--- src/rtl/herald_op_sequencer_if.sv ---
// ----------------------------------------------------------------------------
// herald_op_sequencer_if
//   Byte-stream bundle between a host and herald_op_sequencer.
//   in_*  : command bytes, host -> sequencer (valid/ready)
//   out_* : response bytes, sequencer -> host (valid/ready)
//   master modport = host side, slave modport = sequencer side.
// ----------------------------------------------------------------------------
interface herald_op_sequencer_if;
  logic [7:0] in_data;
  logic       in_valid;
  logic       in_ready;
  logic [7:0] out_data;
  logic       out_valid;
  logic       out_ready;

  modport master (
    output in_data, in_valid, out_ready,
    input  in_ready, out_data, out_valid
  );

  modport slave (
    input  in_data, in_valid, out_ready,
    output in_ready, out_data, out_valid
  );
endinterface

--- src/rtl/herald_op_sequencer.sv ---
// ----------------------------------------------------------------------------
// herald_op_sequencer
//   Decodes a command byte stream, collects operands, fires one of two
//   attached engines (MAC or CORDIC), waits for its done, and streams the
//   result back MSB first.
//
//   Opcodes: 0x01 MAC    (a_hi a_lo b_hi b_lo)    -> acc[31:0], 4 bytes
//            0x02 CLR    (no operands)            -> 0xA5, clears err
//            0x03 CORDIC (angle_hi angle_lo)      -> cos, sin, 4 bytes
//            other       sets err                 -> 0xEE
//
//   Ports
//     clk, rst_n        clock, async active-low reset
//     ena               global enable; low freezes all state and handshakes
//     bus (slave)       in_data/in_valid/in_ready, out_data/out_valid/out_ready
//     mac_*             MAC engine: start/clr pulses, a/b operands, done/acc
//     cor_*             CORDIC engine: start pulse, angle, done/cos/sin
//     busy              FSM not in IDLE
//     err               sticky error (unknown opcode or timeout), cleared by CLR
//
//   Build option
//     HERALD_SEQ_TIMEOUT_EN  adds an 8-bit WAIT watchdog; after TIMEOUT_CYCLES
//                            cycles without done the command ends with 0xEE
//                            and err set. Undefined: WAIT waits forever.
// ----------------------------------------------------------------------------
module herald_op_sequencer #(
  parameter int unsigned TIMEOUT_CYCLES = 255
) (
  input  logic                        clk,
  input  logic                        rst_n,
  input  logic                        ena,
  herald_op_sequencer_if.slave        bus,
  // MAC engine
  output logic                        mac_start,
  output logic                        mac_clr,
  output logic [15:0]                 mac_a,
  output logic [15:0]                 mac_b,
  input  logic                        mac_done,
  input  logic [31:0]                 mac_acc,
  // CORDIC engine
  output logic                        cor_start,
  output logic [15:0]                 cor_angle,
  input  logic                        cor_done,
  input  logic [15:0]                 cor_cos,
  input  logic [15:0]                 cor_sin,
  // status
  output logic                        busy,
  output logic                        err
);

  localparam logic [2:0] S_IDLE    = 3'd0;
  localparam logic [2:0] S_OPERAND = 3'd1;
  localparam logic [2:0] S_ISSUE   = 3'd2;
  localparam logic [2:0] S_WAIT    = 3'd3;
  localparam logic [2:0] S_RESP    = 3'd4;

  localparam logic [1:0] OP_MAC = 2'd0;
  localparam logic [1:0] OP_CLR = 2'd1;
  localparam logic [1:0] OP_COR = 2'd2;

  localparam logic [7:0] BYTE_ERR = 8'hEE;
  localparam logic [7:0] BYTE_CLR = 8'hA5;

  localparam logic [7:0] TO_LAST = 8'(TIMEOUT_CYCLES - 1);

  logic [2:0]  state, state_nxt;
  logic [1:0]  op;
  logic [2:0]  opnd_left;   // operand bytes still expected
  logic [2:0]  resp_left;   // response bytes still to send
  logic [31:0] resp_sr;     // response shift register, top byte on out_data
  logic        in_ready_q;
  logic        out_valid_q;
  logic        in_fire;
  logic        out_fire;
  logic        done_hit;
  logic        timeout_hit;

  assign in_fire  = ena && bus.in_valid && in_ready_q;
  assign out_fire = ena && out_valid_q && bus.out_ready;

  // Only the engine that was started may end WAIT.
  assign done_hit = ((op == OP_MAC) && mac_done) || ((op == OP_COR) && cor_done);

`ifdef HERALD_SEQ_TIMEOUT_EN
  logic [7:0] to_cnt;

  // Counts cycles spent in WAIT; zero everywhere else.
  always_ff @(posedge clk or negedge rst_n) begin
    if (!rst_n) begin
      to_cnt <= '0;
    end else if (ena) begin
      if (state == S_WAIT) to_cnt <= to_cnt + 8'd1;
      else                 to_cnt <= '0;
    end
  end

  // Fires on the TIMEOUT_CYCLES-th WAIT cycle; a done in that same cycle wins.
  assign timeout_hit = (state == S_WAIT) && !done_hit && (to_cnt == TO_LAST);
`else
  // Watchdog compiled out; the term below is constant zero and only keeps
  // the parameter referenced in this build.
  assign timeout_hit = 1'b0 & (TO_LAST == 8'd0);
`endif

  // --------------------------------------------------------------------------
  // Next-state logic
  // --------------------------------------------------------------------------
  always_comb begin
    state_nxt = state;
    if (ena) begin
      case (state)
        S_IDLE: begin
          if (in_fire) begin
            case (bus.in_data)
              8'h01, 8'h03: state_nxt = S_OPERAND;
              8'h02:        state_nxt = S_ISSUE;
              default:      state_nxt = S_RESP;
            endcase
          end
        end
        S_OPERAND: if (in_fire && opnd_left == 3'd1) state_nxt = S_ISSUE;
        S_ISSUE:   state_nxt = (op == OP_CLR) ? S_RESP : S_WAIT;
        S_WAIT:    if (done_hit || timeout_hit) state_nxt = S_RESP;
        S_RESP:    if (out_fire && resp_left == 3'd1) state_nxt = S_IDLE;
        default:   state_nxt = S_IDLE;
      endcase
    end
  end

  // --------------------------------------------------------------------------
  // State and datapath
  // --------------------------------------------------------------------------
  always_ff @(posedge clk or negedge rst_n) begin
    if (!rst_n) begin
      state       <= S_IDLE;
      op          <= OP_MAC;
      opnd_left   <= '0;
      resp_left   <= '0;
      resp_sr     <= '0;
      in_ready_q  <= 1'b0;
      out_valid_q <= 1'b0;
      mac_a       <= '0;
      mac_b       <= '0;
      cor_angle   <= '0;
      err         <= 1'b0;
    end else if (ena) begin
      state <= state_nxt;
      // Registered ready: open only while the next state accepts bytes,
      // which also keeps it low during reset.
      in_ready_q <= (state_nxt == S_IDLE) || (state_nxt == S_OPERAND);

      case (state)
        S_IDLE: begin
          if (in_fire) begin
            case (bus.in_data)
              8'h01: begin
                op        <= OP_MAC;
                opnd_left <= 3'd4;
              end
              8'h02: begin
                op  <= OP_CLR;
                err <= 1'b0;
              end
              8'h03: begin
                op        <= OP_COR;
                opnd_left <= 3'd2;
              end
              default: begin
                err       <= 1'b1;
                resp_sr   <= {BYTE_ERR, 24'h0};
                resp_left <= 3'd1;
              end
            endcase
          end
        end

        S_OPERAND: begin
          if (in_fire) begin
            opnd_left <= opnd_left - 3'd1;
            // Operands shift in MSB first straight into the engine registers;
            // they are complete and frozen by the time ISSUE is reached.
            if (op == OP_MAC) {mac_a, mac_b} <= {mac_a[7:0], mac_b, bus.in_data};
            else              cor_angle      <= {cor_angle[7:0], bus.in_data};
          end
        end

        S_ISSUE: begin
          if (op == OP_CLR) begin
            resp_sr   <= {BYTE_CLR, 24'h0};
            resp_left <= 3'd1;
          end
        end

        S_WAIT: begin
          if (done_hit) begin
            resp_sr   <= (op == OP_MAC) ? mac_acc : {cor_cos, cor_sin};
            resp_left <= 3'd4;
          end else if (timeout_hit) begin
            err       <= 1'b1;
            resp_sr   <= {BYTE_ERR, 24'h0};
            resp_left <= 3'd1;
          end
        end

        S_RESP: begin
          // First RESP cycle only raises valid; afterwards each accepted byte
          // shifts the next one up and the last one drops valid.
          if (!out_valid_q) begin
            out_valid_q <= 1'b1;
          end else if (out_fire) begin
            resp_sr   <= {resp_sr[23:0], 8'h00};
            resp_left <= resp_left - 3'd1;
            if (resp_left == 3'd1) out_valid_q <= 1'b0;
          end
        end

        default: ;
      endcase
    end
  end

  // Start/clear pulses are gated by ena so a frozen ISSUE state does not
  // repeat them; the pulse fires on the single enabled ISSUE cycle.
  assign mac_start = ena && (state == S_ISSUE) && (op == OP_MAC);
  assign mac_clr   = ena && (state == S_ISSUE) && (op == OP_CLR);
  assign cor_start = ena && (state == S_ISSUE) && (op == OP_COR);

  assign busy          = (state != S_IDLE);
  assign bus.in_ready  = in_ready_q;
  assign bus.out_valid = out_valid_q;
  assign bus.out_data  = resp_sr[31:24];

endmodule

--- src/flat_wrapper.sv ---
// flat-port wrapper written by rule: the top's interface ports become plain ports
module herald_op_sequencer_flat 
#(
  parameter int unsigned TIMEOUT_CYCLES = 255
)
  (clk, rst_n, ena, mac_start, mac_clr, mac_a, mac_b, mac_done, mac_acc, cor_start, cor_angle, cor_done, cor_cos, cor_sin, busy, err, bus_in_data, bus_in_valid, bus_out_ready, bus_in_ready, bus_out_data, bus_out_valid);
  herald_op_sequencer_if bus_i ();
  input  logic clk;
  input  logic rst_n;
  input  logic ena;
  output logic mac_start;
  output logic mac_clr;
  output logic [15:0] mac_a;
  output logic [15:0] mac_b;
  input  logic mac_done;
  input  logic [31:0] mac_acc;
  output logic cor_start;
  output logic [15:0] cor_angle;
  input  logic cor_done;
  input  logic [15:0] cor_cos;
  input  logic [15:0] cor_sin;
  output logic busy;
  output logic err;
  input wire logic [$bits(bus_i.in_data)-1:0] bus_in_data;
  input wire logic [$bits(bus_i.in_valid)-1:0] bus_in_valid;
  input wire logic [$bits(bus_i.out_ready)-1:0] bus_out_ready;
  output wire logic [$bits(bus_i.in_ready)-1:0] bus_in_ready;
  output wire logic [$bits(bus_i.out_data)-1:0] bus_out_data;
  output wire logic [$bits(bus_i.out_valid)-1:0] bus_out_valid;
  assign bus_i.in_data = bus_in_data;
  assign bus_i.in_valid = bus_in_valid;
  assign bus_i.out_ready = bus_out_ready;
  assign bus_in_ready = bus_i.in_ready;
  assign bus_out_data = bus_i.out_data;
  assign bus_out_valid = bus_i.out_valid;
  herald_op_sequencer #(.TIMEOUT_CYCLES(TIMEOUT_CYCLES)) u_core (.clk(clk), .rst_n(rst_n), .ena(ena), .bus(bus_i), .mac_start(mac_start), .mac_clr(mac_clr), .mac_a(mac_a), .mac_b(mac_b), .mac_done(mac_done), .mac_acc(mac_acc), .cor_start(cor_start), .cor_angle(cor_angle), .cor_done(cor_done), .cor_cos(cor_cos), .cor_sin(cor_sin), .busy(busy), .err(err));
endmodule
--- config.mk ---
export PLATFORM = sky130hd
export DESIGN_NAME = herald_op_sequencer_flat
export DESIGN_NICKNAME = d
export VERILOG_FILES = /design/src/rtl/herald_op_sequencer_if.sv /design/src/rtl/herald_op_sequencer.sv /design/src/flat_wrapper.sv
export SDC_FILE = /design/constraint.sdc
export NUM_CORES = 1
export LEC_CHECK = 0
export CELL_PAD_IN_SITES_DETAIL_PLACEMENT = 2
export CELL_PAD_IN_SITES_GLOBAL_PLACEMENT = 2
export CORE_AREA = 2 2 116 146
export CTS_BUF_LIST = sky130_fd_sc_hd__clkbuf_2
export CTS_CLUSTER_DIAMETER = 200
export CTS_CLUSTER_SIZE = 25
export DETAILED_ROUTE_END_ITERATION = 16
export DIE_AREA = 0 0 118 148
export PLACE_DENSITY = 0.91
export SETUP_SLACK_MARGIN = 0.3
export SYNTH_ARGS = -nofsm -noshare
export SYNTH_HDL_FRONTEND = slang
export SYNTH_SLANG_ARGS = --single-unit
--- constraint.sdc ---
create_clock -name clk -period 2.6 [get_ports clk]
set_input_delay 0.39 -clock clk [delete_from_list [all_inputs] [get_ports clk]]
set_output_delay 0.39 -clock clk [all_outputs]
set_load 0.02 [all_outputs]
==> results of run 1 <==
-- through the flow --
step	utilization (%)	hold WS, ns	setup slack, ns	cells	power (mW)
after floorplan	-	0.0944	0.556	419	2.95
after global placement	41.1	0.426	0.0450	766	3.68
after detailed placement	41.1	0.442	-0.0307	766	3.82
after CTS	42.2	0.260	0.323	789	4.61
after global routing	42.2	0.277	0.299	789	4.80
final	42.2	0.321	0.383	789	4.55
-- cells in the mapped netlist (3+ instances only) --
| library cell | number |
|---|---|
| sky130_fd_sc_hd__a21oi_1 | 18 |
| sky130_fd_sc_hd__a31oi_1 | 5 |
| sky130_fd_sc_hd__a32oi_1 | 5 |
| sky130_fd_sc_hd__and4b_1 | 3 |
| sky130_fd_sc_hd__buf_2 | 7 |
| sky130_fd_sc_hd__buf_4 | 8 |
| sky130_fd_sc_hd__buf_6 | 3 |
| sky130_fd_sc_hd__clkbuf_1 | 15 |
| sky130_fd_sc_hd__dfrtp_1 | 94 |
| sky130_fd_sc_hd__ha_1 | 4 |
| sky130_fd_sc_hd__inv_1 | 11 |
| sky130_fd_sc_hd__mux2_2 | 51 |
| sky130_fd_sc_hd__mux2_4 | 29 |
| sky130_fd_sc_hd__mux2i_1 | 24 |
| sky130_fd_sc_hd__nand2_1 | 49 |
| sky130_fd_sc_hd__nand2b_1 | 3 |
| sky130_fd_sc_hd__nand3_1 | 3 |
| sky130_fd_sc_hd__nand3b_1 | 4 |
| sky130_fd_sc_hd__nand4_1 | 3 |
| sky130_fd_sc_hd__nor2_1 | 16 |
| sky130_fd_sc_hd__nor3b_1 | 4 |
| sky130_fd_sc_hd__o211ai_1 | 3 |
| sky130_fd_sc_hd__o21ai_0 | 24 |
-- worst paths after layout --
check                                    start                  end  cells past startpoint
max                               u_core.op[0]   u_core.resp_sr[22]                      5
min                                      rst_n      u_core.mac_b[2]                      2
max reg2reg                       u_core.op[0]   u_core.resp_sr[22]                      5
min reg2reg                u_core.opnd_left[0]  u_core.opnd_left[0]                      1
max in group asynchronous                rst_n  u_core.resp_left[1]                      3
min in group clk                bus_in_data[1]         u_core.op[1]                      4
-- per-layer routing --
layer	routed length [microns]	vias to the layer above
met3	794	9
met2	8460	129
met5	0	-
li1	-	1791
met1	6510	1937
met4	117	0
-- layout make-up --
class	instances	area share, %
Inverter	11	0.608
Sequential cell	94	34.7
Clock inverter	7	1.09
Timing Repair Buffer	171	24.6
Multi-Input combinational cell	281	34.3
Tap cell	216	3.98
Clock buffer	9	0.663
-- power by group through the flow --
stage	Combinational, mW	Clock, mW	Sequential (mW)
after floorplan	0.860	0	2.09
after global placement	1.75	0	1.93
after detailed placement	1.85	0	1.97
after CTS	1.89	0.774	1.94
after global routing	1.99	0.837	1.98
final	1.87	0.742	1.94
-- state kept, by name, summed over array words and instances (netlist names), 2 cells and up --
signal / count
u_core.resp_sr: 32
u_core.cor_angle: 16
u_core.state: 3
u_core.mac_b: 16
u_core.op: 2
u_core.mac_a: 16
u_core.opnd_left: 3
u_core.resp_left: 3
-- worst reg2reg max path, stage by stage (launching register included) --
cell                       delay [ns]
sky130_fd_sc_hd__dfrtp_2         0.48
sky130_fd_sc_hd__buf_4           0.16
sky130_fd_sc_hd__or3_1           0.48
sky130_fd_sc_hd__a221oi_4        0.35
sky130_fd_sc_hd__buf_12          0.29
sky130_fd_sc_hd__mux2_2          0.38
-- kinds of logic after synthesis --
logic type,share of synthesized area [%]
AND/OR/NAND/NOR,10.3
AO/OA/AOI/OAI,10.1
flip-flops,48.3
buffers and inverters,4.65
multiplexers,25.6
adder cells (fa/ha/maj),1.03
-- timing repair --
| item | 4_1_cts | 5_1_grt |
|---|---|---|
| resized for setup | 26 | 5 |
| endpoints found under the setup margin | 18 | 3 |
| hold endpoints to repair | 46 | 0 |
| pin swaps | 1 | 0 |
| hold buffers | 1 | 0 |
| gates cloned | 0 | 0 |
| buffers inserted | 6 | 0 |
==> results.toml, run 1 <==
[global_route]
grt_pass1_wl_mm = 25.4
antenna_found_initial = 0
gr_layer_usage_met1_pct = 21.3
globalRouteOverflowTotal = 0
grt_max_degree = 49
busiest_layer = "met2"
met2_usage_pct = 35.1
groute.layer.met3.usage_pct = 4.48
grtUsageTotal_pct = 18.6
grt_pass1_vias = 4470

[critical_path]
crit_path_cell_trace = "buf_4 -> or3_1 -> a221oi_4 -> buf_12 -> mux2_2"
crit_path_end_kind = "flip-flop"
cp_max_fo = 33
timing.critical_path.arrival_ns = 2.74
r2r_slack_ns = 0.38
worst-endpoint-required_ns = 3.13
timing.setup.critical_path_class = "flip-flop to flip-flop"
crit_path_top_delay_cell = "sky130_fd_sc_hd__dfrtp_2"
critPathBufInv = 2
cp_slowest_stage_delay_ns = 0.48
start_kind = "flip-flop"
cp_top_family = "flip-flops"

[sta]
slew_headroom_pct = 58.6
max_clock_freq_ghz = 0.451
post-route-period-util_pct = 85.3
final_hold_viol_count = 0
worst-slew-pin-transition_ns = 0.621
setup_viol = 0
layout_min_cycle_time_ns = 2.22
timing.final.max_slew_violations = 0
final.setup_skew_ns = 0.0346
setup-tns-final_ns = 0
rsz_0062_raised_after_global_routing = "false"

[pwr]
internal_power_mw = 2.82
combinationalPowerShare_pct = 41.2
power.switching_fraction_pct = 38.1
irDropWorstVdd_uv = 215
seqPwrFrac_pct = 42.5
switching_power_mw = 1.73
total_leakage_power_nw = 2.93
clock_power_share_pct = 16.3
pwr_density_cell_mw_per_mm2 = 670

[clocking]
path_clk_slew_ns = 0.31
cts_max_level = 3
tritoncts_num_sinks = 94
num_cts_buffers = 9
cts_tree = "done"
root_buffer = "sky130_fd_sc_hd__clkbuf_2"
worstSkewPairLatency_ns = 0.61
clockBufferDepth = 2

[layout]
layout.area.seq_sq_mm = 0.00236
fillCellCount = 1668
finalInstanceArea_sq_mm = 0.00679
antenna_cells_inserted = 0
post_route_cells_drive_above_1_share_pct = 26.0
mostFrequentLayoutCell = "sky130_fd_sc_hd__clkdlybuf4s50_1"
synthToLayoutAreaGrowth_pct = 39.3
finalNetCount = 651
layout.cells.most_common_list = "sky130_fd_sc_hd__clkdlybuf4s50_1 (136), sky130_fd_sc_hd__dfrtp_1 (90), sky130_fd_sc_hd__mux2_2 (51)"
multi_input_area_sq_mm = 0.00233

[floorplanning]
die_y_microns = 148
initial_utilization_pct = 30.3
std_cell_rows = 52
die_w_microns = 118
core-area_sq_mm = 0.0161
floorplan.io_pins = 142
die_area_sq_mm = 0.0175

[yosys]
synth_area_per_cell_sq_um = 11.6
yosys.cell_types.count = 50
synthCells = 419
synth.top_cell.area_share_pct = 48.3
post_synth_instance_area_sq_mm = 0.00487
synth-seq-area-share_pct = 48.3
yosys-top-cells-area = "sky130_fd_sc_hd__dfrtp_1 (48%), sky130_fd_sc_hd__mux2_2 (12%), sky130_fd_sc_hd__mux2_4 (8.9%)"
synth_fp_nets = 502
synth_ff_type = "sky130_fd_sc_hd__dfrtp_1"
yosys_warnings = 0
synth.largest_area_cell = "sky130_fd_sc_hd__dfrtp_1"
synth-seq-cells = 94
synth_enable_flop_cells = 0
proportion_of_register_bits_with_asynchronous_set_or_reset_after_synthesis_pct = 100

[routing]
route.final.wire_length_mm = 15.9
drtIter0Drc = 179
num_vias = 3866
drc = 0
dr.pass1.iters = 4
post_dr_wirelength_cell_microns = 20.1
drt.antenna.violating_nets = 0
drt-vias-per-instance = 4.90

[place]
dp.final_hpwl_mm = 12.5
post_dp_cell_area_sq_mm = 0.00660
buffer_ports.inserted = 141
place_congestion = 0.783

[run]
drv.max_cap_violation_count = 0

[hold_path]
worst_hold_path_type = "input port to async pin"

[status]
run_status = "completed"
Note: power is estimated with default switching activity, not from simulation.
==> run 2: changes to the inputs <==
--- a/config.mk
+++ b/config.mk
@@ -15,6 +15,7 @@
 export DIE_AREA = 0 0 118 148
 export PLACE_DENSITY = 0.91
 export SETUP_SLACK_MARGIN = 0.3
+export SKIP_LAST_GASP = 1
 export SYNTH_ARGS = -nofsm -noshare
 export SYNTH_HDL_FRONTEND = slang
 export SYNTH_SLANG_ARGS = --single-unit
==> results of run 2 <==
The final DEF is identical to that of run 1; final timing and power are the same.
==> run 3: changes to the inputs <==
--- a/config.mk
+++ b/config.mk
@@ -7,13 +7,13 @@
 export LEC_CHECK = 0
 export CELL_PAD_IN_SITES_DETAIL_PLACEMENT = 2
 export CELL_PAD_IN_SITES_GLOBAL_PLACEMENT = 2
-export CORE_AREA = 2 2 116 146
+export CORE_AREA = 2 2 122 153
 export CTS_BUF_LIST = sky130_fd_sc_hd__clkbuf_2
 export CTS_CLUSTER_DIAMETER = 200
 export CTS_CLUSTER_SIZE = 25
 export DETAILED_ROUTE_END_ITERATION = 16
-export DIE_AREA = 0 0 118 148
-export PLACE_DENSITY = 0.91
+export DIE_AREA = 0 0 124 155
+export PLACE_DENSITY = 0.87
 export SETUP_SLACK_MARGIN = 0.3
 export SKIP_LAST_GASP = 1
 export SYNTH_ARGS = -nofsm -noshare
==> constraint.sdc (replaced) <==
create_clock -name clk -period 1.9 [get_ports clk]
set_input_delay 0.285 -clock clk [delete_from_list [all_inputs] [get_ports clk]]
set_output_delay 0.285 -clock clk [all_outputs]
set_load 0.02 [all_outputs]
==> results.toml, run 3 (synthesis results as in run 1) <==
[status]
run_status = "complete, but fails checks"
violated_checks = "setup timing"

[layout]
multi_input_area_sq_mm = 0.00276
synthToLayoutAreaGrowth_pct = 73.7
layout.cells.most_common_list = "sky130_fd_sc_hd__buf_4 (112), sky130_fd_sc_hd__dfrtp_1 (90), sky130_fd_sc_hd__mux2_4 (77), sky130_fd_sc_hd__clkdlybuf4s50_1 (77), sky130_fd_sc_hd__buf_6 (73)"
post-route-util_pct = 47.3
finalNetCount = 772
mostFrequentLayoutCell = "sky130_fd_sc_hd__buf_4"
post_route_cells_drive_above_1_share_pct = 52.0
fillCellCount = 1765
layout.area.seq_sq_mm = 0.00236
largest_register = "u_core.resp_sr"
largest_reg_flops = 32

[critical_path]
timing.rr.start = "u_core.state[1]"
start_kind = "flip-flop"
cp_top_family = "flip-flops"
worstSetupPathDepth = 5
timing.rr.end = "u_core.resp_sr[10]"
timing.setup.critical_path_class = "flip-flop to primary output"
crit_path_end_kind = "primary output"
timing.critical_path.arrival_ns = 1.91
timing.critical_path.from = "u_core.state[1]"
cp_max_fo = 3
crit_path_cell_trace = "nor2b_4 -> nand3_4 -> buf_6 -> nor2_4 -> buf_6"
worst-endpoint-required_ns = 1.62
crit_path_top_delay_cell = "sky130_fd_sc_hd__dfrtp_1"
crit_path_end = "mac_start"
cp_slowest_stage_delay_ns = 0.51
crit_path_frequent_cell = "sky130_fd_sc_hd__buf_6"
critPathBufInv = 2
rr_worst_depth = 8
r2r_slack_ns = -0.28

[sta]
final.setup_skew_ns = 0.0625
rsz_0062_raised_after_global_routing = "true"
worst-slew-pin-transition_ns = 0.611
slew_headroom_pct = 59.1
timing.final.ws_setup_ns = -0.297
final_hold_viol_count = 0
setup_viol = 85
setup-tns-final_ns = -12.70
layout_min_cycle_time_ns = 2.20
timing.final.max_slew_violations = 0
max_clock_freq_ghz = 0.455
post-route-period-util_pct = 116

[clocking]
worstSkewPairLatency_ns = 0.72
cts_max_level = 3
path_clk_slew_ns = 0.27
clockBufferDepth = 2
cts_tree = "done"
root_buffer = "sky130_fd_sc_hd__clkbuf_2"
tritoncts_num_sinks = 94
num_cts_buffers = 9

[routing]
dr.pass1.iters = 4
drt-vias-per-instance = 5.04
drt.antenna.violating_nets = 0
drtIter0Drc = 202
route.final.wire_length_mm = 24.1
drc = 0
post_dr_wirelength_cell_microns = 26.1
num_vias = 4648

[run]
drv.max_cap_violation_count = 0

[pwr]
design_power_total_mw = 8.01
pwr_density_cell_mw_per_mm2 = 946
total_leakage_power_nw = 3.89
irDropWorstVdd_uv = 337

[floorplanning]
floorplan.io_pins = 142
die_y_microns = 155
initial_utilization_pct = 27.2
core-area_sq_mm = 0.0179
die_w_microns = 124
std_cell_rows = 55
die_area_sq_mm = 0.0192

[global_route]
globalRouteOverflowTotal = 0
grt_max_degree = 41
antenna_found_initial = 1
grt_pass1_wl_mm = 32.0
grt_pass1_vias = 5258
grtUsageTotal_pct = 22.6

[place]
place_congestion = 0.809
buffer_ports.inserted = 141
dp.final_hpwl_mm = 13.2

[hold_path]
worst_hold_path_type = "input port to async pin"
run 3: changes by cell type in the layout (fill, tap and decap cells not counted), sizes merged:
cell	before	now
inv	15	13
bufinv	0	2
clkinv	1	3
clkdlybuf4s50	136	77
clkinvlp	2	0
buf	34	212
diode	0	1
clkbuf	9	11
run 3: layer usage:
layer	global-route usage, %	up-vias	routed length, microns
met2	43.2	196	13500
met3	4.88	62	1280
met1	23.7	2353	8350
met5	0	-	0
met4	8.08	0	951
li1	-	2037	-
run 3: worst min-delay path by stage:
stage | endpoint | depth (start not counted) | start
floorplan | u_core.bus.in_ready | 0 | rst_n
global placement | u_core.mac_a[8] | 1 | rst_n
detailed placement | u_core.mac_a[8] | 1 | rst_n
CTS | u_core.mac_a[8] | 2 | rst_n
global route | u_core.mac_a[8] | 2 | rst_n
finish | u_core.mac_a[9] | 2 | rst_n
run 3: worst reg2reg max path: cells and delay by family (launching register included):
| kind | cells | cell delay [ns] |
|---|---|---|
| compound gates | 2 | 0.66 |
| buf+inv | 4 | 0.57 |
| flops | 1 | 0.51 |
| mux | 1 | 0.32 |
| simple gates | 1 | 0.05 |
run 3: per-stage QoR:
step	hold slack, ns	setup slack [ns]	area (sq um)	std cells
2_1_floorplan	-0.0106	-0.103	5130	419
3_3_place_gp	0.232	-0.584	7070	808
3_5_place_dp	0.240	-0.697	7070	808
4_1_cts	0.0114	-0.238	8070	896
5_1_grt	0.0189	-0.332	8470	923
6_report	0.0372	-0.297	8470	923
run 3: power by group:
group          total (mW)  switching, mW  internal, mW
Combinational        4.03           1.90          2.13
Sequential           2.70          0.338          2.36
Clock                1.28          0.828         0.454
Total                8.01           3.07          4.94
run 3: final cells by class:
cell class | count | area share [%]
antenna | 1 | 0.0296
clock inverter | 7 | 1.23
inverter | 11 | 0.488
clock buffer | 9 | 0.532
timing repair buffer | 292 | 34.0
tap | 228 | 3.37
sequential | 94 | 27.8
multi-input combinational | 281 | 32.5
run 3: what timing repair did:
item / in CTS / in global routing
hold buffers: 1 / 0
gates cloned: 4 / 1
setup endpoints to repair: 156 / 144
pin swaps: 23 / 13
resized for setup: 406 / 41
endpoints found under the hold margin: 94 / 0
buffers inserted: 67 / 25
